### src/rtl/control_sequencer_pkg.sv
// Shared constants for the control sequencer: control-word bit map, per-step
// control words, opcodes and the small decode helpers used by the top level.
package control_sequencer_pkg;

  localparam int BIT_CP   = 11;
  localparam int BIT_EP   = 10;
  localparam int BIT_LM_N = 9;
  localparam int BIT_CE_N = 8;
  localparam int BIT_LI_N = 7;
  localparam int BIT_EI_N = 6;
  localparam int BIT_LA_N = 5;
  localparam int BIT_EA   = 4;
  localparam int BIT_SU   = 3;
  localparam int BIT_EU   = 2;
  localparam int BIT_LB_N = 1;
  localparam int BIT_LO_N = 0;

  localparam logic [11:0] CW_IDLE      = 12'h3E3;
  localparam logic [11:0] CW_FETCH_T1  = 12'h5E3;
  localparam logic [11:0] CW_FETCH_T2  = 12'hBE3;
  localparam logic [11:0] CW_FETCH_T3  = 12'h263;
  localparam logic [11:0] CW_IR_TO_MAR = 12'h1A3;
  localparam logic [11:0] CW_RAM_TO_A  = 12'h2C3;
  localparam logic [11:0] CW_RAM_TO_B  = 12'h2E1;
  localparam logic [11:0] CW_ALU_ADD   = 12'h3C7;
  localparam logic [11:0] CW_ALU_SUB   = 12'h3CF;
  localparam logic [11:0] CW_A_TO_OUT  = 12'h3F2;

  localparam logic [3:0] OP_LDA = 4'h0;
  localparam logic [3:0] OP_ADD = 4'h1;
  localparam logic [3:0] OP_SUB = 4'h2;
  localparam logic [3:0] OP_OUT = 4'hE;
  localparam logic [3:0] OP_HLT = 4'hF;

  // Sequencer mode flop: running the T-ring, or parked in HALT.
  localparam logic [0:0] ST_RUN  = 1'b0;
  localparam logic [0:0] ST_HALT = 1'b1;

  // step is the 1-based T-state number; 0 means no valid step.
  function automatic logic [11:0] cw_decode(input logic [3:0] step,
                                            input logic [3:0] op);
    logic [11:0] cw;
    cw = CW_IDLE;
    case (step)
      4'd1: cw = CW_FETCH_T1;
      4'd2: cw = CW_FETCH_T2;
      4'd3: cw = CW_FETCH_T3;
      4'd4: begin
        if (op == OP_LDA || op == OP_ADD || op == OP_SUB) cw = CW_IR_TO_MAR;
        else if (op == OP_OUT)                            cw = CW_A_TO_OUT;
      end
      4'd5: begin
        if (op == OP_LDA)                      cw = CW_RAM_TO_A;
        else if (op == OP_ADD || op == OP_SUB) cw = CW_RAM_TO_B;
      end
      4'd6: begin
        if (op == OP_ADD)      cw = CW_ALU_ADD;
        else if (op == OP_SUB) cw = CW_ALU_SUB;
      end
      default: cw = CW_IDLE;
    endcase
    return cw;
  endfunction

  // Last non-idle step of an instruction when returning early; 0 = run full ring.
  function automatic logic [3:0] early_last_step(input logic [3:0] op);
    logic [3:0] s;
    case (op)
      OP_LDA:         s = 4'd5;
      OP_OUT:         s = 4'd4;
      OP_ADD, OP_SUB: s = 4'd0;
      OP_HLT:         s = 4'd0;
      default:        s = 4'd3;
    endcase
    return s;
  endfunction

endpackage

### src/rtl/control_sequencer_if.sv
// Bundle between the IR/datapath and the control sequencer.
interface control_sequencer_if #(
  parameter int NUM_T = 6
);
  // No handshake: opcode is sampled level-wise each cycle; ctrl_word, t_state
  // and halted are Moore outputs valid for the whole T-state and consumed at
  // the closing rising edge.
  logic [3:0]       opcode;
  logic [11:0]      ctrl_word;
  logic [NUM_T-1:0] t_state;
  logic             halted;

  modport master (
    input  opcode,
    output ctrl_word,
    output t_state,
    output halted
  );

  modport slave (
    output opcode,
    input  ctrl_word,
    input  t_state,
    input  halted
  );
endinterface

### src/rtl/control_sequencer_ring_counter.sv
// One-hot T-state ring: clr and restart both force T1, advance rotates one step.
module control_sequencer_ring_counter #(
  parameter int NUM_T = 6
) (
  input  logic             clk,
  input  logic             clr,
  input  logic             advance,
  input  logic             restart,
  output logic [NUM_T-1:0] ring
);

  localparam logic [NUM_T-1:0] RING_T1 = NUM_T'(1);

  always_ff @(posedge clk) begin
    if (clr)          ring <= RING_T1;
    else if (restart) ring <= RING_T1;
    else if (advance) ring <= {ring[NUM_T-2:0], ring[NUM_T-1]};
  end

endmodule

### src/rtl/control_sequencer.sv
// Instruction sequencer: T-state ring plus HALT flop, decoding the latched
// opcode into the 12-bit datapath control word.
module control_sequencer
  import control_sequencer_pkg::*;
#(
  parameter int NUM_T        = 6,
  parameter int EARLY_RETURN = 0
) (
  input  logic                 clk,
  input  logic                 clr,
  control_sequencer_if.master  bus
);

  logic [NUM_T-1:0] ring;
  logic [0:0]       state;
  logic [0:0]       state_nxt;
  logic [3:0]       step;
  logic [3:0]       last_step;
  logic             running;
  logic             restart;
  logic             enter_halt;

  function automatic logic [3:0] step_of(input logic [NUM_T-1:0] r);
    logic [3:0] s;
    s = 4'd0;
    for (int i = 0; i < NUM_T; i++) begin
      if (r[i]) s = 4'(i + 1);
    end
    return s;
  endfunction

  assign step       = step_of(ring);
  assign running    = (state == ST_RUN);
  assign last_step  = early_last_step(bus.opcode);
  assign enter_halt = running && (step == 4'd4) && (bus.opcode == OP_HLT);
  assign restart    = (EARLY_RETURN != 0) && running && (last_step != 4'd0)
                      && (step == last_step);

  control_sequencer_ring_counter #(
    .NUM_T (NUM_T)
  ) u_ring (
    .clk     (clk),
    .clr     (clr),
    .advance (running),
    .restart (restart),
    .ring    (ring)
  );

  always_comb begin
    state_nxt = state;
    if (enter_halt) state_nxt = ST_HALT;
  end

  // clr takes priority over a simultaneous HLT entry.
  always_ff @(posedge clk) begin
    if (clr) state <= ST_RUN;
    else     state <= state_nxt;
  end

  // Forcing idle during clr keeps the bus quiet even before state is known.
  assign bus.ctrl_word = (clr || !running) ? CW_IDLE : cw_decode(step, bus.opcode);
  assign bus.t_state   = running ? ring : '0;
  assign bus.halted    = !running;

endmodule

### src/flat_wrapper.sv
// flat-port wrapper written by rule: the top's interface ports become plain ports
module control_sequencer_flat import control_sequencer_pkg::*;
#(
  parameter int NUM_T        = 6,
  parameter int EARLY_RETURN = 0
)
  (clk, clr, bus_opcode, bus_ctrl_word, bus_t_state, bus_halted);
  control_sequencer_if #(.NUM_T(NUM_T)) bus_i ();
  input  logic clk;
  input  logic clr;
  input wire logic [$bits(bus_i.opcode)-1:0] bus_opcode;
  output wire logic [$bits(bus_i.ctrl_word)-1:0] bus_ctrl_word;
  output wire logic [$bits(bus_i.t_state)-1:0] bus_t_state;
  output wire logic [$bits(bus_i.halted)-1:0] bus_halted;
  assign bus_i.opcode = bus_opcode;
  assign bus_ctrl_word = bus_i.ctrl_word;
  assign bus_t_state = bus_i.t_state;
  assign bus_halted = bus_i.halted;
  control_sequencer #(.NUM_T(NUM_T), .EARLY_RETURN(EARLY_RETURN)) u_core (.clk(clk), .clr(clr), .bus(bus_i));
endmodule
### config.mk
export PLATFORM = sky130hd
export DESIGN_NAME = control_sequencer_flat
export DESIGN_NICKNAME = d
export VERILOG_FILES = /design/src/rtl/control_sequencer_pkg.sv /design/src/rtl/control_sequencer_if.sv /design/src/rtl/control_sequencer_ring_counter.sv /design/src/rtl/control_sequencer.sv /design/src/flat_wrapper.sv
export SDC_FILE = /design/constraint.sdc
export NUM_CORES = 1
export LEC_CHECK = 0
export ABC_AREA = 1
export CAP_MARGIN = 15
export CORE_ASPECT_RATIO = 0.7
export CORE_MARGIN = 8
export CORE_UTILIZATION = 30
export DETAILED_ROUTE_END_ITERATION = 6
export GPL_TIMING_DRIVEN = 0
export RECOVER_POWER = 50
export SYNTH_ARGS = -nofsm -noshare
export SYNTH_HDL_FRONTEND = slang
export SYNTH_SLANG_ARGS = --single-unit
### constraint.sdc
create_clock -name clk -period 1.5 [get_ports clk]
set_input_delay 0.3 -clock clk [delete_from_list [all_inputs] [get_ports clk]]
set_output_delay 0.3 -clock clk [all_outputs]
set_load 0.01 [all_outputs]
# == Word level (Yosys, flattened, before mapping) ==
# Cells that the tools add are included.
# W data, S select, Z words.
# word_totals
ff_bits,7
output_inout_bits,19
word_cells,35
# op_classes
n_eq_ne,10
muxes,15
n_bitwise,1
reduce_logical,7
# ops
cell,count
$pmux W12 S6,1
$mux W12,4
$mux W4,5
$eq A4 B2 Y1 const B,3
$eq A4 B3 Y1 const B,3
$mux W6,2
$mux W9,1
$eq A4 B1 Y1 const B,2
$eq A4 B4 Y1 const B,2
$mux W5,1
$logic_not A4 Y1,1
$logic_or A1 B1 Y1,4
$logic_and A1 B1 Y1,2
$mux W1,1
$not A1 Y1,1

# == Longest topological paths before layout ==
# Gate-level depths: netlist of run 1.
# logic_depth
word_depth,9
mapped_depth,9
mapped_depth_nobuf,9

# == Cells and area by module ==
# Synthesis of run 1 repeated with hierarchy kept, for this count alone.
# hier_totals
cells_unflattened,119
area_unflattened_um2,671.9
# modules_own_cells
mod,n_inst,cells_each,area_each_um2,seq_area_each_um2
control_sequencer,1,82,410.4,20.0
control_sequencer_ring_counter,1,37,261.5,120.1

# == Worst setup path after synthesis of run 1 ==
# Ideal clock, no wire load.
# synth_timing
kind,input-to-output
start,input clr
end,output bus_ctrl_word[0]
arrival_time_ns,0.998
required_time_ns,1.200
setup_slack_ns,0.202
path_stages,5
path_cell_list,buf_2 -> nor2_4 -> inv_2 -> nor3_2 -> inv_2
# synth_via
elab_chain_cells,2
# synth_lines
item,line,rtl
from (decl),flat_wrapper.sv:10,input logic clr;
$logic_or A1 B1 Y1,control_sequencer.sv:61,"assign bus.ctrl_word = (clr || !running) ? CW_IDLE : cw_decode(step, bus.opcode);"
$mux W12,control_sequencer.sv:61,
to (decl),flat_wrapper.sv:12,output wire logic [$bits(bus_i.ctrl_word)-1:0] bus_ctrl_word;
# No other way between the ends.

# == Final worst setup path of run 1 ==
# layout_timing
start,register u_core.u_ring.ring[3]
end,output bus_ctrl_word[1]
# layout_via
elab_chain_cells,6
# layout_lines
item,line,rtl
from (decl),control_sequencer_ring_counter.sv:9,output logic [NUM_T-1:0] ring
from (signal assigned),control_sequencer_ring_counter.sv:17,"else if (advance) ring <= {ring[NUM_T-2:0], ring[NUM_T-1]};"
$mux W4 (*) (3 in series),control_sequencer.sv:27,if (r[i]) s = 4'(i + 1);
$eq A4 B3 Y1 (tied with other cells),control_sequencer_pkg.sv:44,case (step)
$pmux W12 S6 (*),control_sequencer_pkg.sv:44,
$mux W12 (*),control_sequencer.sv:61,
# Mark *: on every way between the ends. The rest lies on a longest branch, timed or not.

==> flow_summary.json, run 1 <==
{
  "dp_hpwl_um": 1359,
  "viasPerCell": 4.660,
  "endpoint_kind": "output port",
  "grt_usage": 0.09520,
  "finalInstanceArea_um2": 1006,
  "synth-simple-area-share": 0.5147,
  "drv_slew": 0,
  "syn-num-nets": 105,
  "first_global_vias": 676,
  "holdBufCountCts": 0,
  "power_uw": 577.7,
  "rsz0062_at_grt": "true",
  "finalCriticalPeriod_ps": 1679,
  "core.rowCount": 13,
  "dieArea_um2": 3690,
  "skew_ps": 1.960,
  "ys.flop_type": "dfxtp_1",
  "irDropWorstVdd_mv": 0.6792,
  "clk_latency_ps": 250,
  "diodes": 0,
  "clock_path_buffers": 2,
  "finalHoldViolations": 0,
  "hold_slack_ps": 349.9,
  "worst_pin_slew_ps": 264.4,
  "path_clk_slew_ps": 50,
  "synth_top_family_by_area": "simple AND/OR/NAND/NOR gates",
  "layout_common_cells": "nor2_1 (17), buf_4 (13), buf_2 (12), nand2_1 (12), inv_1 (8)",
  "synth_top_area_cell": "dfxtp_1",
  "clockRootBuffer": "clkbuf_4",
  "wl_um": 1938,
  "dr.first_iter.drc_count": 22,
  "grt_pass1_wl_um": 2904,
  "drc": 0,
  "dr.pass1.iters": 4,
  "ant_nets": 0,
  "die_x_um": 69.26,
  "vias": 755,
  "netlist_instances": 99,
  "critical_path.cell_chain": "nor2_4 > nand2_4 > inv_4 > nand2_2 > o21ai_4 > nor2_2 > nand2_1 > buf_2",
  "synth_top_cell_area_share": 0.2353,
  "cts_num_sinks": 7,
  "cts_buffers": 3,
  "coreArea_um2": 1871,
  "cp_data_required_time_ps": 1200,
  "hp-class": "input pin to flip-flop",
  "synth_compound_area_frac": 0.1218,
  "outcome": "complete, but fails checks",
  "synth_area_um2": 595.6,
  "layout_commonest_cell": "nor2_1",
  "ios": 25,
  "cts_tree": "built",
  "slew_headroom": 0.8235,
  "die_h_um": 53.28,
  "crit_slowest_cell": "dfxtp_4",
  "wl_per_cell_um": 11.96,
  "crit_type": "flip-flop to output port",
  "maxCapViolations": 0,
  "post-route-period-util": 1.119,
  "ys_ff_latch": 7,
  "drive_above_1_share": 0.5571,
  "syn_to_final_growth_pct": 68.91,
  "antenna_found_initial": 0,
  "slowest_delay_ps": 360,
  "yosysWarnings": 0,
  "violations": "setup timing",
  "h-tree-depth": 1,
  "setup_viol": 11,
  "p_leak_nw": 0.5270,
  "synth_xor_area_frac": 0,
  "path_buf_inv": 2,
  "setup_tns_ps": -993.9,
  "grt_max_degree": 9,
  "synth_mux_area_frac": 0,
  "worstPathArrival_ps": 1380,
  "critPathTopFamily": "simple AND/OR/NAND/NOR gates",
  "async_flop_share": 0,
  "synth_adder_area_share": 0,
  "path_max_fanout": 4,
  "avgSynthCellArea_um2": 6.016,
  "fin_nets": 147,
  "place_area_um2": 853.3,
  "setup_slack_ps": -178.6,
  "place_congestion": 0.7850,
  "synth_cell_types": 21,
  "yosys-top-cells-area": "dfxtp_1 (24%), nor2_1 (13%), nand2_1 (9.5%)",
  "io_buffers": 23,
  "clock.fmax_mhz": 595.7,
  "start_util": 0.3184,
  "cp-start-kind": "flip-flop",
  "synth_seq_area_share": 0.2353,
  "synth_edf_count": 0,
  "grt_overflow": 0,
  "power_density_nw_per_um2": 574.3
}
## cell usage after synthesis (2+ instances only)
master,n
nand2_2,5
nand2_4,2
inv_2,8
o21ai_1,3
nand3_2,2
nor2_1,21
inv_1,9
nor2_4,2
dfxtp_1,7
nand2_1,15
nand3_1,7
a21oi_1,7
nor2_2,3
## report_power, final
group / leakage (nW) / switching [mW] / internal, mW
Clock: 0.0150 / 0.0644 / 0.101
Combinational: 0.451 / 0.127 / 0.0886
Sequential: 0.0607 / 0.00864 / 0.188
Total: 0.527 / 0.200 / 0.378
## through the flow
step                utilization  std cells  setup slack [ps]
finish                   0.5378        162            -178.6
global route             0.5378        162            -260.3
CTS                      0.4936        154            -203.6
detailed placement       0.4562        144            -696.5
global placement         0.4562        144            -702.8
floorplan                     -         99             202.0
## registers in the layout, summed over array words and instances (netlist names)
register and count:
u_core.u_ring.ring 6, u_core.bus.halted 1
## path summary, 6_finish.rpt
path / depth (start not counted) / end / startpoint / slack (ps)
hold reg to reg: 2 / u_core.u_ring.ring[1] / u_core.u_ring.ring[1] / 510
hold / removal: 2 / u_core.u_ring.ring[1] / clr / 350
setup reg to reg: 4 / u_core.u_ring.ring[3] / u_core.bus.halted / 490
setup / recovery: 8 / bus_ctrl_word[1] / u_core.u_ring.ring[3] / -180
## final cells by class
| cell class | count | area [um^2] |
|---|---|---|
| buffer | 2 | 16.27 |
| tap | 22 | 27.53 |
| fill | 179 | 864.6 |
| sequential | 7 | 156.4 |
| clock buffer | 4 | 26.28 |
| multi-input combinational | 73 | 462.9 |
| timing repair buffer | 37 | 247.7 |
| inverter | 17 | 68.82 |
## cells by family (layout without fill, tap and decap cells)
| kind of cell | after synthesis | count (layout) |
|---|---|---|
| DFF | 7 | 7 |
| and+or+nand+nor | 60 | 60 |
| buffers and inverters | 19 | 60 |
| AOI/OAI and AO/OA | 13 | 13 |
## per-layer routing
layer / part of all wire / vias up / wire, um / global-route usage
met5: 0 / - / 0 / 0
met4: 0.0098 / 0 / 19 / 0.04068
met3: 0.067 / 2 / 130 / 0.03918
met2: 0.45 / 26 / 880 / 0.1527
met1: 0.47 / 332 / 907 / 0.1111
li1: - / 395 / - / -
## what timing repair did
item                       CTS  global route
pin swaps                    9            15
setup endpoints to repair   19            16
resized for setup           79            29
buffers inserted             6             8
cloned                       0             0
Note: power is estimated with default switching activity, not from simulation.
==> inputs of run 2 (changes only) <==
--- a/config.mk
+++ b/config.mk
@@ -8,7 +8,6 @@
 export ABC_AREA = 1
 export CAP_MARGIN = 15
 export CORE_ASPECT_RATIO = 0.7
-export CORE_MARGIN = 8
 export CORE_UTILIZATION = 30
 export DETAILED_ROUTE_END_ITERATION = 6
 export GPL_TIMING_DRIVEN = 0
==> constraint.sdc (replaced) <==
create_clock -name clk -period 2 [get_ports clk]
set_input_delay 0.4 -clock clk [delete_from_list [all_inputs] [get_ports clk]]
set_output_delay 0.4 -clock clk [all_outputs]
set_load 0.01 [all_outputs]
==> flow_summary.json, run 2 (synthesis gave the netlist of run 1 again) <==
{
  "finalCriticalPeriod_ps": 1904,
  "dieArea_um2": 2170,
  "r2r_cells": 5,
  "fin_cells": 150,
  "rr_startpoint": "u_core.u_ring.ring[4]",
  "dr.first_iter.drc_count": 10,
  "dp_cells": 144,
  "grt_pass1_wl_um": 2677,
  "dp_slack_ps": -397.1,
  "io_buffers": 23,
  "irDropWorstVdd_mv": 0.4055,
  "rrSetupSlack_ps": 990,
  "start_util": 0.3212,
  "power_density_nw_per_um2": 464.3,
  "holdPathStages": 2,
  "skew_ps": 2.238,
  "diodes": 0,
  "clk_latency_ps": 260,
  "wl_per_cell_um": 10.73,
  "drc": 0,
  "largest_register_ffs": 6,
  "cts_num_sinks": 7,
  "hp-class": "input pin to flip-flop",
  "first_global_vias": 620,
  "slowest_delay_ps": 350,
  "dr.pass1.iters": 4,
  "ios": 25,
  "cp_data_required_time_ps": 1600,
  "grt_max_degree": 11,
  "core.rowCount": 13,
  "fillCellCount": 201,
  "worstPathArrival_ps": 1500,
  "worst_pin_slew_ps": 198.3,
  "post-route-period-util": 0.9520,
  "holdBufCountCts": 0,
  "path_max_fanout": 4,
  "critical_path.cell_chain": "nor2_4 > nand2_2 > nor2_2 > nand3_2 > nand2_2 > nor2_1 > nand2_1 > dlygate4sd2_1",
  "cts_tree": "built",
  "crit_slowest_cell": "dfxtp_2",
  "coreArea_um2": 1854,
  "grt_overflow": 0,
  "hold_start": "clr",
  "antenna_found_initial": 0,
  "fin_nets": 135,
  "p_leak_nw": 0.4490,
  "die_x_um": 55.26,
  "rr_endpoint": "u_core.bus.halted",
  "drv_slew": 0,
  "endpoint_kind": "output port",
  "setup_viol": 0,
  "vias": 688,
  "ant_nets": 0,
  "drive_above_1_share": 0.3281,
  "maxCapViolations": 0,
  "wl_um": 1609,
  "outcome": "finished, final reports clean",
  "top_register": "u_core.u_ring.ring",
  "layout_common_cells": "nor2_1 (19), nand2_1 (15), dlygate4sd2_1 (11), inv_1 (9), nand3_1 (8)",
  "cpMostUsedCell": "nand2_2",
  "grt_usage": 0.1677,
  "dp_hpwl_um": 1265,
  "syn_to_final_growth_pct": 52.73,
  "path_clk_slew_ps": 60,
  "crit_type": "flip-flop to output port",
  "clock.fmax_mhz": 525.2,
  "cts_buffers": 3,
  "clock_path_buffers": 2,
  "die_h_um": 39.28,
  "h-tree-depth": 1,
  "place_congestion": 0.8028,
  "setup_slack_ps": 95.98,
  "viasPerCell": 4.587,
  "finalHoldViolations": 0,
  "layout_commonest_cell": "nor2_1",
  "clockRootBuffer": "clkbuf_4",
  "min_to": "u_core.bus.halted",
  "cp-start-kind": "flip-flop",
  "slew_headroom": 0.8669
}
-- run 2: cell type report --
cell class	instances	area, um^2	share of cell area
Inverter	17	66.31	0.07290
Buffer	2	12.51	0.01376
Clock inverter	1	5.005	0.005502
Tap cell	22	27.53	0.03026
Timing Repair Buffer	25	224.0	0.2462
Sequential cell	7	153.9	0.1692
Clock buffer	3	22.52	0.02476
Multi-Input combinational cell	73	397.9	0.4374
-- run 2: how the worst max path moves through the flow --
stage	slack, ps	end	from	cells after the start
2_1_floorplan	500	bus_ctrl_word[0]	clr	5
3_3_place_gp	-390	bus_ctrl_word[2]	bus_opcode[1]	6
3_5_place_dp	-400	bus_ctrl_word[6]	bus_opcode[3]	6
4_1_cts	20	bus_t_state[0]	u_core.bus.halted	5
5_1_grt	-10	bus_ctrl_word[8]	u_core.u_ring.ring[3]	7
6_report	100	bus_ctrl_word[8]	u_core.u_ring.ring[3]	8
-- run 2: per-layer routing --
metal  wire, um  share of wire  global-route usage
met1        785           0.49              0.2051
met2        740           0.46              0.2892
met3         68          0.042             0.04950
met4         14         0.0087             0.05625
met5          0              0                   0
-- run 2: what timing repair did --
item                                    4_1_cts  5_1_grt
pin swaps                                     2        1
resized for setup                            28       11
setup buffers                                 2        0
endpoints found under the setup margin       12        8
-- run 2: critical path: cells and delay by family (launching register included) --
family / cells / cell delay [ps]
DFF: 1 / 350
and+or+nand+nor: 7 / 630
buffers and inverters: 1 / 260
-- run 2: where the power goes --
group,internal (mW),switching [mW]
Sequential,0.142,0.00695
Combinational,0.0578,0.0801
Clock,0.0736,0.0622
Total,0.273,0.149
-- run 2: per-stage QoR --
| step | hold WS [ps] | power [mW] | area [um^2] | setup TNS (ps) | util |
|---|---|---|---|---|---|
| finish | 427.2 | 0.4223 | 909.6 | 0 | 0.4906 |
| global route | 428.9 | 0.4532 | 909.6 | -13.17 | 0.4906 |
| CTS | 426.8 | 0.4291 | 899.6 | 0 | 0.4852 |
| detailed placement | 513.0 | 0.2969 | 853.3 | -3123 | 0.4602 |
| global placement | 506.6 | 0.2947 | 853.3 | -2922 | 0.4602 |
| floorplan | 479.1 | 0.2372 | 595.6 | 0 | - |
